## src/rtl/imem_loader_if.sv

```systemverilog
// Byte-stream input and instruction-memory write port of the boot loader.
// A byte moves on a rising edge where byte_valid && byte_ready; byte_data and byte_last are only meaningful while byte_valid is high. The host must not wait for byte_ready before raising byte_valid. The memory side has no backpressure: imem_we is a one-cycle strobe.
interface imem_loader_if #(parameter int ADDR_W = 8);
  logic              byte_valid;
  logic [7:0]        byte_data;
  logic              byte_last;
  logic              byte_ready;
  logic              imem_we;
  logic [ADDR_W-1:0] imem_addr;
  logic [31:0]       imem_wdata;

  modport master (
    output byte_valid, byte_data, byte_last,
    input  byte_ready, imem_we, imem_addr, imem_wdata
  );

  modport slave (
    input  byte_valid, byte_data, byte_last,
    output byte_ready, imem_we, imem_addr, imem_wdata
  );
endinterface

```

## src/rtl/imem_loader.sv

```systemverilog
// Boot-time loader: packs a big-endian byte stream into 32-bit words written to imem from address 0 while holding the core.
// Optional trailing XOR checksum byte is enabled with `define IMEM_LOADER_CHECKSUM_EN.
module imem_loader #(
  parameter int ADDR_W = 8
) (
  input  logic              clk,
  input  logic              reset,
  input  logic              start,
  imem_loader_if.slave      bus,
  output logic              cpu_hold,
  output logic              done,
  output logic              error,
  output logic [ADDR_W:0]   word_count,
  output logic [1:0]        state_dbg
);

  typedef enum logic [1:0] {
    S_IDLE  = 2'd0,
    S_LOAD  = 2'd1,
    S_WRITE = 2'd2,
    S_DONE  = 2'd3
  } state_t;

  localparam logic [ADDR_W-1:0] ADDR_ONE  = ADDR_W'(1);
  localparam logic [ADDR_W:0]   COUNT_ONE = (ADDR_W + 1)'(1);

  state_t            state, state_next;
  logic [ADDR_W-1:0] addr;
  logic [1:0]        byte_cnt;
  logic [23:0]       word_reg;
  logic              last_q;
  logic              error_q;
  logic [ADDR_W-1:0] imem_addr_q;
  logic [31:0]       imem_wdata_q;
  logic              xfer;
  logic              err_set;
  logic              clear_load;

`ifdef IMEM_LOADER_CHECKSUM_EN
  logic [7:0]        csum;
  logic              csum_byte;
  // A byte flagged last at a word boundary is the checksum, not data.
  assign csum_byte = (byte_cnt == 2'd0) && bus.byte_last;
`endif

  assign xfer       = bus.byte_valid && (state == S_LOAD);
  assign clear_load = (state == S_IDLE) || ((state == S_DONE) && start);

  always_comb begin
    state_next = state;
    err_set    = 1'b0;
    case (state)
      S_IDLE: if (start) state_next = S_LOAD;
      S_LOAD: begin
        if (xfer) begin
`ifdef IMEM_LOADER_CHECKSUM_EN
          if (csum_byte) begin
            state_next = S_DONE;
            err_set    = (bus.byte_data != csum);
          end else
`endif
          if (byte_cnt == 2'd3) begin
            state_next = S_WRITE;
          end else if (bus.byte_last) begin
            state_next = S_DONE;
            err_set    = 1'b1;
          end
        end
      end
      S_WRITE: begin
        if (last_q) begin
          state_next = S_DONE;
`ifdef IMEM_LOADER_CHECKSUM_EN
          err_set    = 1'b1;
`endif
        end else if (addr == '1) begin
          state_next = S_DONE;
          err_set    = 1'b1;
        end else begin
          state_next = S_LOAD;
        end
      end
      S_DONE: if (start) state_next = S_LOAD;
      default: state_next = S_IDLE;
    endcase
  end

  always_ff @(posedge clk) begin
    if (reset) begin
      state        <= S_IDLE;
      addr         <= '0;
      byte_cnt     <= 2'd0;
      word_reg     <= '0;
      last_q       <= 1'b0;
      error_q      <= 1'b0;
      word_count   <= '0;
      imem_addr_q  <= '0;
      imem_wdata_q <= '0;
`ifdef IMEM_LOADER_CHECKSUM_EN
      csum         <= 8'd0;
`endif
    end else begin
      state <= state_next;
      if (clear_load) begin
        addr       <= '0;
        byte_cnt   <= 2'd0;
        last_q     <= 1'b0;
        error_q    <= 1'b0;
        word_count <= '0;
`ifdef IMEM_LOADER_CHECKSUM_EN
        csum       <= 8'd0;
`endif
      end
      if (xfer) begin
`ifdef IMEM_LOADER_CHECKSUM_EN
        if (!csum_byte) csum <= csum ^ bus.byte_data;
`endif
        word_reg <= {word_reg[15:0], bus.byte_data};
        byte_cnt <= byte_cnt + 2'd1;
        // Memory-side registers only move when a word is complete, so they hold outside WRITE.
        if (byte_cnt == 2'd3) begin
          imem_wdata_q <= {word_reg, bus.byte_data};
          imem_addr_q  <= addr;
          last_q       <= bus.byte_last;
        end
      end
      if (state == S_WRITE) begin
        addr       <= addr + ADDR_ONE;
        word_count <= word_count + COUNT_ONE;
        last_q     <= 1'b0;
      end
      if (err_set) error_q <= 1'b1;
    end
  end

  assign bus.byte_ready = (state == S_LOAD);
  assign bus.imem_we    = (state == S_WRITE);
  assign bus.imem_addr  = imem_addr_q;
  assign bus.imem_wdata = imem_wdata_q;
  assign cpu_hold       = (state == S_LOAD) || (state == S_WRITE);
  assign done           = (state == S_DONE);
  assign error          = error_q;
  assign state_dbg      = state;

endmodule
```

## src/flat_wrapper.sv

```systemverilog
// flat-port wrapper written by rule: the top's interface ports become plain ports
module imem_loader_flat 
#(
  parameter int ADDR_W = 8
)
  (clk, reset, start, cpu_hold, done, error, word_count, state_dbg, bus_byte_valid, bus_byte_data, bus_byte_last, bus_byte_ready, bus_imem_we, bus_imem_addr, bus_imem_wdata);
  imem_loader_if #(.ADDR_W(ADDR_W)) bus_i ();
  input  logic clk;
  input  logic reset;
  input  logic start;
  output logic cpu_hold;
  output logic done;
  output logic error;
  output logic [ADDR_W:0] word_count;
  output logic [1:0] state_dbg;
  input wire logic [$bits(bus_i.byte_valid)-1:0] bus_byte_valid;
  input wire logic [$bits(bus_i.byte_data)-1:0] bus_byte_data;
  input wire logic [$bits(bus_i.byte_last)-1:0] bus_byte_last;
  output wire logic [$bits(bus_i.byte_ready)-1:0] bus_byte_ready;
  output wire logic [$bits(bus_i.imem_we)-1:0] bus_imem_we;
  output wire logic [$bits(bus_i.imem_addr)-1:0] bus_imem_addr;
  output wire logic [$bits(bus_i.imem_wdata)-1:0] bus_imem_wdata;
  assign bus_i.byte_valid = bus_byte_valid;
  assign bus_i.byte_data = bus_byte_data;
  assign bus_i.byte_last = bus_byte_last;
  assign bus_byte_ready = bus_i.byte_ready;
  assign bus_imem_we = bus_i.imem_we;
  assign bus_imem_addr = bus_i.imem_addr;
  assign bus_imem_wdata = bus_i.imem_wdata;
  imem_loader #(.ADDR_W(ADDR_W)) u_core (.clk(clk), .reset(reset), .start(start), .bus(bus_i), .cpu_hold(cpu_hold), .done(done), .error(error), .word_count(word_count), .state_dbg(state_dbg));
endmodule
```

## config.mk

```make
export PLATFORM = sky130hd
export DESIGN_NAME = imem_loader_flat
export DESIGN_NICKNAME = d
export VERILOG_FILES = /design/src/rtl/imem_loader_if.sv /design/src/rtl/imem_loader.sv /design/src/flat_wrapper.sv
export SDC_FILE = /design/constraint.sdc
export NUM_CORES = 1
export LEC_CHECK = 0
export ABC_AREA = 1
export CORE_ASPECT_RATIO = 0.6
export CORE_UTILIZATION = 51
export CTS_CLUSTER_DIAMETER = 50
export DETAILED_ROUTE_END_ITERATION = 16
export PLACE_DENSITY = 0.87
export SYNTH_ARGS = -nofsm -noshare
export SYNTH_HDL_FRONTEND = slang
export SYNTH_SLANG_ARGS = --single-unit
```

## constraint.sdc

```tcl
create_clock -name clk -period 1.53 [get_ports clk]
set_input_delay 0.153 -clock clk [delete_from_list [all_inputs] [get_ports clk]]
set_output_delay 0.153 -clock clk [all_outputs]
set_load 0.01 [all_outputs]
```

Word level (Yosys, flattened, before mapping). Cells that the tools add are included.

Bits in registers: 87. Input port bits: 13.

Add/sub/neg operators: 3. Equal/unequal tests: 8. Mux-type cells: 24. Reduce and logical (&&, ||, !) cells: 12.

Operators with widths (number): 2-to-1 mux 9 bit (2); 2-to-1 mux 2 bit (8); 2-to-1 mux 8 bit (2); 2-to-1 mux 1 bit (10); adder 9 x 1 -> 9 bit (second input constant) (1); adder 8 x 1 -> 8 bit (second input constant) (1); equality test 8 bit (second input constant) (1); equality test 2 bit (second input constant) (3); one-hot mux 2 bit (3 select lines) (1); nonzero test 2 bit (3); inequality test 2 x 1 -> 1 bit (second input constant) (2); OR reduction 2 bit (2); inequality test 3 x 2 -> 1 bit (second input constant) (1); AND reduction 3 bit (1); adder 2 x 1 -> 2 bit (second input constant) (1); equality test 2 x 1 -> 1 bit (second input constant) (1); logical AND 1 bit (2); logical NOT 2 bit (1); logical OR 1 bit (2); one-hot mux 1 bit (2 select lines) (1); AND reduction 2 bit (1).

Depth between registers and ports, before layout.
Depth after elaboration: 6. Depth in mapped cells: 10. Depth with buffers taken out: 9.

Worst setup path before layout. OpenSTA, ideal clock, no wires.

Path type: flip-flop to flip-flop. Start point: register u_core.state[1], in the netlist u_core.state_dbg[1]. End point: register u_core.imem_addr_q[2], in the netlist u_core.bus.imem_addr[2]. Setup time: 0.069 ns. Data arrival time: 1.471 ns. Data required time: 1.461 ns. Slack: -0.011 ns. Cell stages (with the launch flop): 9. Path buffers: 1. Path through: dfxtp_1 > inv_1 > ha_1 > nand2_2 > inv_4 > nand2_4 > clkbuf_1 > nand2_1 > a21oi_2.

Word-level cells in the longest chain between the ends: 3.

Ends and longest elaborated chain: start, declared (line imem_loader.sv:27) `state_t state, state_next;`; start signal, assigned (line imem_loader.sv:103) `state <= state_next;`; equality test 2 x 1 -> 1 bit; named net bus_byte_ready (line flat_wrapper.sv:19) `output wire logic [$bits(bus_i.byte_ready)-1:0] bus_byte_ready;`; logical AND 1 bit (line imem_loader.sv:46) `assign xfer = bus.byte_valid && (state == S_LOAD);`; AND reduction 2 bit (no source line); end signal, assigned (line imem_loader.sv:123) `imem_addr_q <= addr;`; end, declared (line imem_loader.sv:33) `logic [ADDR_W-1:0] imem_addr_q;`.

The timed path passes the listed nets, and every way through them passes these cells. A chain may end at the register's enable or synchronous reset.

Worst setup path in the final report.
Start point: register u_core.imem_addr_q[4], in the netlist u_core.bus.imem_addr[4]. End point: output bus_imem_addr[4].

RTL lines: end, declared (line flat_wrapper.sv:21) `output wire logic [$bits(bus_i.imem_addr)-1:0] bus_imem_addr;`.

No word-level cell between the ends.

==> out/summary.md <==
The share of flip-flops with an asynchronous set or reset was 0. The final-report hold violation count was 0; the number of buffers and inverters on the critical path was 1. The number of sinks driven by the clock tree was 87. The commonest cells after synthesis are dfxtp_1 (87), a21oi_1 (75), nand2_1 (71). The clock transition at the registers of the reported paths is 0.09 ns.

The tools report the worst hold endpoint as u_core.word_reg[6]$_SDFFE_PP0N_. In this run the worst setup path begins at u_core.bus.imem_addr[4]$_SDFFE_PP0P_. After detailed routing, the number of vias per cell comes to 5.32.

Number of antenna-violating nets in the routed design: 0. STA puts the critical path data required time at 1.38 ns. In this run the post-CTS setup repair buffer count came out at 0. The initial core utilization is 0.544, and the leakage power summed over all cells is 1.71 nW. The period utilization is 0.961, and the number of DRC violations after detailed-routing iteration 0 is 230. The worst register-to-register path ends at u_core.bus.imem_wdata[17]$_SDFFE_PP0P_. The critical path's slowest cell was clkdlybuf4s50_1. The final-report setup violation count came out at 0. In this run the power density over the cells is 1160 mW/mm2. Register area share after synthesis: 0.508.

The floorplan step defined a die boundary enclosing 0.00706 mm2. The run gives 0.07 ns as the slack of the worst reg-to-reg path. The logs give -0.0874 ns for the worst setup slack before clock tree synthesis and 0.816 for the worst relative slew slack. The number of cells on the worst reg-to-reg path is 9. Data on the critical path arrives at its endpoint at 1.32 ns.

Number of instances on the worst hold path: 3. In this run the most critical hold path is launched from bus_byte_data[6]. For this block, the routed nets add up to 8.31 mm of wire. The clock reaches the later pin of the worst-skew pair after 0.37 ns.

The critical path is of the reg2out type. The run gives 0.000798 V as the peak supply drop. No sink is reached through more buffers than the 2 on the longest clock path. The maximum number of pins on one net before global-route repair came out at 68. Counting flops and latches in the post-synthesis netlist gives 87. The synthesized design contains 0 enable-type register cells.

After technology mapping, the gate count stands at 429. The run gives 0.00855 ns as the clock skew after layout. The clock tree synthesis step divided the H-tree into 3 levels. During synthesis, Yosys emitted a total of 0 warnings. The register with the most flip-flops in the layout has 32 of them. The run finished with clean final reports. Traced cell by cell, the critical path runs through clkdlybuf4s50_1.

Setup repair after global routing left no endpoint under its margin. The synthesized area divided by synthesized cell count was 7.99 um2; the final routed wire length divided by cell count was 14.2 um. Routability-driven placement finished with a final weighted congestion of 0.761. The synthesis-to-finish area growth is 31.5%. After layout, the worst setup slack is 0.0603 ns. The tree is rooted in a clkbuf_8. The run gives 0.680 GHz as the maximum frequency from static timing analysis.

STA classifies the critical path endpoint as an output port. On the critical path the largest part of the delay comes from buffers and inverters. STA classifies the critical path startpoint as a register. The core region is 0.00630 mm2. The share of the synthesized area in the top cell type came out at 0.508. The cell type with the largest total area after synthesis was dfxtp_1. TritonCTS built the clock tree.

In this run the critical register-to-register path is launched from u_core.state_dbg[1]$_SDFFE_PP0P_. Across the run, the number of max-cap violations was 0. The via count of the first global-routing pass is 2673. Among all flip-flop cells after synthesis, the most frequent one is dfxtp_1. The clock period minus final worst setup slack is 1.47 ns, and the width of the chip is 108 um. The number of max-slew violations in the final report is 0. The run gives 488 as the fill cell instance count of the final layout. After detailed routing, the number of remaining DRC violations is 0.

The peak per-stage delay on the critical path was 0.56 ns; the total iterations of the first detailed-routing run was 4. Yosys instantiated no cell more often than dfxtp_1. In this run the count of I/O pins placed on the die edge is 69. After global routing the overflow that remains totals 0.

The aggregate global-route resource usage is 0.236. The path category of the worst min-delay check was in2reg. The first global-routing pass estimated 12.8 mm of wire. Port buffering added 68 buffers. The diode insertion count for antenna repair came out at 0. When the netlist entered floorplanning its net count stood at 449. In this run the vertical extent of the chip is 65.5 um. The tools report the number of antenna violations at the first check in global routing as 0.

The ratio of cells with drive above 1 in the final layout is 0.136. At the pin with the least slew margin, the transition time is 0.275 ns. Yosys mapped the design onto 28 distinct sky130hd cell types. The maximum fanout count along the critical path works out to 2. The wire-length estimate of the detail-placed layout is 5.34 mm. Number of core rows: 22. Yosys attributes the largest share of cell area to dfxtp_1 (51%), a21oi_1 (11%), o21ai_0 (9.1%). For the final routed database, the setup TNS stands at 0 ns. The mapped netlist covers 0.00343 mm2. The count of nets after finishing is 514.

The routed layout has 3100 vias. Clock tree synthesis inserted a total of 9 buffers. After clock tree synthesis, the flow added hold-fix buffers numbering 0.
-- cells by family (layout without fill, tap and decap cells) --
kind of cell	after synthesis	in the layout	share of synthesized area
AOI/OAI and AO/OA	151	151	0.234
DFF	87	87	0.508
buffers and inverters	68	138	0.0847
and+or+nand+nor	116	116	0.148
adders and majority gates	7	7	0.0256
-- report_power, final --
group	internal [W]	switching [W]	total [W]
registers	0.00244	0.000124	0.00257
clock network	0.000771	0.000868	0.00164
logic	0.000413	0.000620	0.00103
total	0.00363	0.00161	0.00524
-- layout make-up --
| type | count | area (um2) | share of cell area |
|---|---|---|---|
| tap | 84 | 105 | 0.0233 |
| clock buffer | 9 | 124 | 0.0275 |
| multi-input combinational | 274 | 1440 | 0.318 |
| inverter | 43 | 166 | 0.0369 |
| timing repair buffer | 79 | 843 | 0.187 |
| sequential | 87 | 1760 | 0.390 |
| clock inverter | 7 | 77.6 | 0.0172 |
-- metrics by stage --
stage	hold WS, ns	utilization	instance area [um2]	std cells	power (W)
floorplan	0.301	-	3430	429	0.00319
global placement	0.452	0.667	4210	565	0.00355
detailed placement	0.449	0.667	4210	565	0.00358
CTS	0.333	0.706	4450	581	0.00524
global route	0.354	0.715	4510	583	0.00548
finish	0.346	0.715	4510	583	0.00524
-- cell usage in the layout, fill, tap and decap left out, types with 2 or more instances in the layout --
cell type         n
buf_12            4
nand4_1           4
nor2_1           15
dfxtp_4           2
clkdlybuf4s50_1  64
inv_1            39
clkbuf_16         2
nand3_1           8
dlygate4sd2_1     3
inv_4             2
ha_4              3
buf_4             4
nand2_1          71
o21ai_0          62
dfxtp_2           6
nand3b_1          2
nor2_2            2
a21oi_2          10
ha_1              4
inv_6             3
nand2_2          11
inv_2             2
a21oi_1          75
clkbuf_8          9
dfxtp_1          79
-- layer usage --
layer	global-route usage	vias to the layer above	share of wire
met2	0.355	101	0.45
li1	-	1540	-
met4	0.0736	0	0.0077
met3	0.0615	6	0.062
met5	0	-	0
met1	0.330	1453	0.48
-- worst max path at each step --
| stage | end | slack, ns | cells past startpoint |
|---|---|---|---|
| after floorplan | u_core.bus.imem_addr[0]$_SDFFE_PP0P_ | 0.01 | 10 |
| after CTS | u_core.bus.imem_wdata[1]$_SDFFE_PP0P_ | 0.001 | 9 |
| after global routing | u_core.bus.imem_wdata[21]$_SDFFE_PP0P_ | 0.002 | 9 |
| final | bus_imem_addr[4] | 0.06 | 1 |
| after global placement | u_core.state_dbg[0]$_SDFFE_PP0P_ | 0.06 | 6 |
| after detailed placement | u_core.bus.imem_wdata[1]$_SDFFE_PP0P_ | -0.09 | 9 |
-- timing repair --
item / CTS / global route
cloned: 0 / 2
endpoints found under the hold margin: 0 / 0
resized for setup: 17 / 8
setup endpoints to repair: 35 / 21
Note: power is estimated with default switching activity, not from simulation.
